$ cat src/rtl/spi_memory_burst.sv
// SPI slave in front of a small register-array memory. A command of address bits
// plus an R/W bit opens a read or write burst that runs word after word until CS rises.
module spi_memory_burst #(
  parameter int ADDR_WIDTH  = 7,
  parameter int DATA_WIDTH  = 8,
  parameter int SYNC_STAGES = 2,
  parameter int CPHA        = 0
) (
  input  logic       clk,
  input  logic       reset,
  input  logic       sclk_pin,
  input  logic       cs_pin,
  input  logic       mosi_pin,
  output logic       miso_pin,
  output logic       miso_en,
  output logic [3:0] leds
);

  localparam int DEPTH   = 2 ** ADDR_WIDTH;
  localparam int CNT_MAX = (ADDR_WIDTH > DATA_WIDTH) ? ADDR_WIDTH : DATA_WIDTH;
  localparam int CW      = $clog2(CNT_MAX + 1);

  typedef enum logic [1:0] {
    IDLE  = 2'b00,
    CMD   = 2'b01,
    READ  = 2'b10,
    WRITE = 2'b11
  } state_t;

  logic [SYNC_STAGES-1:0] sclkSync_q, csSync_q, mosiSync_q;
  state_t                 state_q, state_d;
  logic [CW-1:0]          bitCnt_q, bitCnt_d;
  logic [ADDR_WIDTH-1:0]  addr_q, addr_d;
  logic [DATA_WIDTH-1:0]  shift_q, shift_d;
  logic [DATA_WIDTH-1:0]  mem [DEPTH];
  logic [DATA_WIDTH-1:0]  memWdata;
  logic                   memWe;
  logic                   csSync, mosiSync, sclkRise, sclkFall, sampleEdge, launchEdge;

  // Bit 0 of each chain is the newest sample; edges come from the last two stages.
  always_ff @(posedge clk or posedge reset) begin
    if (reset) begin
      sclkSync_q <= '0;
      csSync_q   <= '1;
      mosiSync_q <= '0;
    end else begin
      sclkSync_q <= {sclkSync_q[SYNC_STAGES-2:0], sclk_pin};
      csSync_q   <= {csSync_q[SYNC_STAGES-2:0], cs_pin};
      mosiSync_q <= {mosiSync_q[SYNC_STAGES-2:0], mosi_pin};
    end
  end

  assign csSync     = csSync_q[SYNC_STAGES-1];
  assign mosiSync   = mosiSync_q[SYNC_STAGES-1];
  assign sclkRise   = sclkSync_q[SYNC_STAGES-2] & ~sclkSync_q[SYNC_STAGES-1];
  assign sclkFall   = ~sclkSync_q[SYNC_STAGES-2] & sclkSync_q[SYNC_STAGES-1];
  assign sampleEdge = (CPHA != 0) ? sclkFall : sclkRise;
  assign launchEdge = (CPHA != 0) ? sclkRise : sclkFall;

  always_ff @(posedge clk or posedge reset) begin
    if (reset) begin
      state_q  <= IDLE;
      bitCnt_q <= '0;
      addr_q   <= '0;
      shift_q  <= '0;
    end else begin
      state_q  <= state_d;
      bitCnt_q <= bitCnt_d;
      addr_q   <= addr_d;
      shift_q  <= shift_d;
    end
  end

  always_comb begin
    state_d  = state_q;
    bitCnt_d = bitCnt_q;
    addr_d   = addr_q;
    shift_d  = shift_q;
    memWe    = 1'b0;
    memWdata = DATA_WIDTH'({shift_q, mosiSync});
    case (state_q)
      IDLE: begin
        if (!csSync) begin
          state_d  = CMD;
          bitCnt_d = '0;
        end
      end
      CMD: begin
        if (csSync) begin
          state_d = IDLE;
        end else if (sampleEdge) begin
          // The address shifts straight into addr_q, so it is complete by the R/W bit.
          if (bitCnt_q == CW'(ADDR_WIDTH)) begin
            state_d  = mosiSync ? READ : WRITE;
            bitCnt_d = '0;
          end else begin
            addr_d   = ADDR_WIDTH'({addr_q, mosiSync});
            bitCnt_d = bitCnt_q + 1'b1;
          end
        end
      end
      READ: begin
        if (csSync) begin
          state_d = IDLE;
        end else if (launchEdge) begin
          if (bitCnt_q == '0) begin
            shift_d = mem[addr_q];
            addr_d  = addr_q + 1'b1;
          end else begin
            shift_d = shift_q << 1;
          end
        end else if (sampleEdge) begin
          bitCnt_d = (bitCnt_q == CW'(DATA_WIDTH - 1)) ? '0 : bitCnt_q + 1'b1;
        end
      end
      WRITE: begin
        // CS rising takes priority, so a word completing in the same clk is dropped.
        if (csSync) begin
          state_d = IDLE;
        end else if (sampleEdge) begin
          if (bitCnt_q == CW'(DATA_WIDTH - 1)) begin
            memWe    = 1'b1;
            addr_d   = addr_q + 1'b1;
            bitCnt_d = '0;
          end else begin
            shift_d  = memWdata;
            bitCnt_d = bitCnt_q + 1'b1;
          end
        end
      end
      default: state_d = IDLE;
    endcase
  end

  // Memory contents deliberately survive reset.
  always_ff @(posedge clk) begin
    if (memWe) begin
      mem[addr_q] <= memWdata;
    end
  end

  assign miso_pin = shift_q[DATA_WIDTH-1];
  assign miso_en  = (state_q == READ) && !csSync;
  assign leds     = {state_q, csSync, miso_en};

endmodule

$ cat config.mk
export PLATFORM = sky130hd
export DESIGN_NAME = spi_memory_burst
export DESIGN_NICKNAME = d
export VERILOG_FILES = /design/src/rtl/spi_memory_burst.sv
export SDC_FILE = /design/constraint.sdc
export NUM_CORES = 1
export LEC_CHECK = 0
export BUFFER_PORTS_ARGS = -buffer_cell sky130_fd_sc_hd__buf_2
export CORE_ASPECT_RATIO = 1.2
export CORE_MARGIN = 2
export CORE_UTILIZATION = 35
export DETAILED_ROUTE_END_ITERATION = 6
export GPL_ROUTABILITY_DRIVEN = 0
export PLACE_DENSITY_LB_ADDON = 0.1
export SETUP_SLACK_MARGIN = 0.1
export SLEW_MARGIN = 20
export SYNTH_ARGS = -nofsm -noshare
export SYNTH_HDL_FRONTEND = slang
export SYNTH_SLANG_ARGS = --single-unit
$ cat constraint.sdc
create_clock -name clk -period 2.7 [get_ports clk]
set_input_delay 0.81 -clock clk [delete_from_list [all_inputs] [get_ports clk]]
set_output_delay 0.81 -clock clk [all_outputs]
set_load 0.005 [all_outputs]
==> metrics.yaml <==
worst_setup_path:
  critPathKind: "reg -> reg"
  cp-end-kind: "register"
  start_kind: "register"
  critPathMaxFanout: 11
  crit_required_ps: 3300
  crit_arrival_ps: 3380
die:
  start_util_pct: 35.4
  dieArea_mm2: 0.120
  rows: 137
  pin_count: 11
  coreArea_mm2: 0.116
  die_y_um: 380
  die_w_um: 317
sta:
  setup_viol: 4
  slew_violations: 0
  final.min_clock_period_ps: 2780
  rsz0062_at_grt: "true"
  setup_slack_ps: -83.1
  tns_ps: -224
  slew_headroom_pct: 32.0
  fmax_mhz: 359
  final.period_utilization_pct: 103
  worst_hold_slack_ps: 201
  hold_viol_final: 0
  fin_skew_ps: 35.0
  worst_pin_slew_ps: 1010
global_routing:
  antenna_found_initial: 3
  first_global_vias: 26300
  grt_overflow: 0
  grt_use_total_pct: 24.6
  grt_pass1_wl_mm: 207
  grt_max_degree: 89
final_layout:
  final_nets: 2992
  drive_above_1_share_pct: 34.3
  layout_commonest_cell: "edfxtp_1"
  area_delta_synth_final_pct: 27.8
  layout_common_cells: "edfxtp_1 (1024), buf_4 (480), nor2_1 (205)"
power_and_ir_drop:
  power_density_mw_per_mm2: 817
  ir_drop_v: 0.000472
  p_leak_uw: 0.0200
logic_synthesis:
  netlist_area_mm2: 0.0412
  ys_warn_count: 0
  yosys.cell_types.count: 76
  synth-main-ff-cell: "edfxtp_1"
  syn_inst: 2441
  synth-edff-count: 1024
  synth_nets: 2449
  synth-async-reset-ratio_pct: 2.57
  synth_seq_cells: 1051
  synth_seq_area_share_pct: 76.3
  synth_area_per_cell_um2: 16.9
route:
  ant_nets: 0
  detail_route.wl_per_cell_um: 32.7
  drt_iter0_markers: 2778
  dr_total_vias: 26000
  wl_mm: 150
  drc: 0
  first_pass_iters: 6
  drt-vias-per-instance: 5.64
clock_tree:
  clkTransAtPathRegs_ps: 70
  cts_sinks: 1051
  clock_path_buffers: 3
  insertion_delay_ps: 730
  numCtsBuffers: 107
  cts_max_level: 3
  cts_tree: "done"
  cts-root-buf: "clkbuf_16"
  ctsHoldBuffers: 0
place:
  port_buffers: 10
  dp_hpwl_mm: 98.4
job:
  cap_viol_max_count: 0
run_status:
  status: "finished, violations left"
  violations: "negative setup slack"
worst_hold_path:
  hold_path.class: "in -> async"
final cells by class:
type | count | area, um2
Antenna cell | 1 | 2.50
Clock buffer | 136 | 2910
Clock inverter | 63 | 747
Fill cell | 10100 | 63800
Inverter | 12 | 50.0
Multi-Input combinational cell | 1205 | 9660
Sequential cell | 1051 | 31500
Tap cell | 1529 | 1910
Timing Repair Buffer | 607 | 5860
Yosys cell counts, drive strengths merged, types with 8 or more instances:
master / number / area share (%)
nor3: 18 / 0.23
o22ai: 16 / 0.24
edfxtp: 1024 / 75
mux2: 66 / 1.8
inv: 10 / 0.091
mux2i: 85 / 2.1
clkbuf: 74 / 0.67
a221o: 34 / 0.83
nor2: 214 / 2.0
nor2b: 14 / 0.21
a21oi: 117 / 1.4
a221oi: 117 / 2.6
nand4: 8 / 0.12
o211ai: 11 / 0.20
a211oi: 11 / 0.20
a31oi: 23 / 0.35
dfrtp: 25 / 1.5
nand2: 97 / 0.89
nand3: 14 / 0.17
mux4: 49 / 2.7
a22oi: 104 / 1.9
a22o: 21 / 0.45
o2111ai: 9 / 0.19
o21ai: 80 / 0.97
buf: 99 / 1.5
per-layer routing:
layer | vias up | share of wire (%) | GRT usage (%)
li1 | 11000 | - | -
met1 | 13600 | 40 | 32.0
met2 | 1059 | 49 | 40.4
met3 | 251 | 6.8 | 4.52
met4 | 2 | 4.5 | 10.3
met5 | - | 0.0053 | 0
kinds of logic (layout without fill, tap and decap cells):
group	after synthesis	count (layout)	share of synthesized area, %
AOI/OAI and AO/OA	592	592	10.4
buffers and inverters	185	818	2.29
DFF	1051	1051	76.3
and+or+nand+nor	410	410	4.36
other	0	1	0
muxes	200	200	6.55
adders and majority gates	3	3	0.0912
state kept, by name, indices dropped and copies added, names as in the netlist:
register    flops
mosiSync_q      2
bitCnt_q        4
addr_q          7
sclkSync_q      2
state_q         2
mem          1024
csSync_q        2
shift_q         8
path summary, 6_finish.rpt:
path                          startpoint       endpoint  slack, ps  depth (start not counted)
min reg2reg                mosiSync_q[0]  mosiSync_q[1]        350                          0
max reg2reg                    addr_q[1]     shift_q[7]        -80                         10
min in group clk                  cs_pin    csSync_q[0]        210                          1
min                                reset     shift_q[4]        200                          3
max                            addr_q[1]     shift_q[7]        -80                         10
max in group asynchronous          reset     shift_q[1]       2120                          3
stage by stage:
stage                     util, %  worst slack, ps  cells  total power [uW]  area (um2)
final                        45.2            -83.1   4604             43000       52600
after global routing         45.2             -128   4603             44100       52600
after CTS                    44.6            -30.8   4584             42500       51900
after detailed placement     40.4             -466   4331             26100       47100
after global placement       40.4             -441   4331             26100       47100
after floorplan                 -              124   2441             21500       41200
critical path, cell delays in order, from the launching register on:
cell and delay [ps]:
dfrtp_4 550, buf_8 150, nor2b_4 130, buf_4 180, buf_12 170, a221o_1 360
a22oi_2 420, a211oi_2 120, nor3_1 190, nor4bb_2 260, a21oi_1 100
report_power, final:
| part | switching (uW) | internal, uW |
|---|---|---|
| registers | 92.8 | 17700 |
| clock network | 6450 | 9070 |
| logic | 5700 | 3990 |
| total | 12200 | 30700 |
what timing repair did:
item / CTS / global route
resized for setup: 125 / 101
pin swaps: 45 / 48
setup buffers: 49 / 14
endpoints found under the setup margin: 10 / 108
gates cloned: 5 / 6
Power figures use the tool's default switching activity.
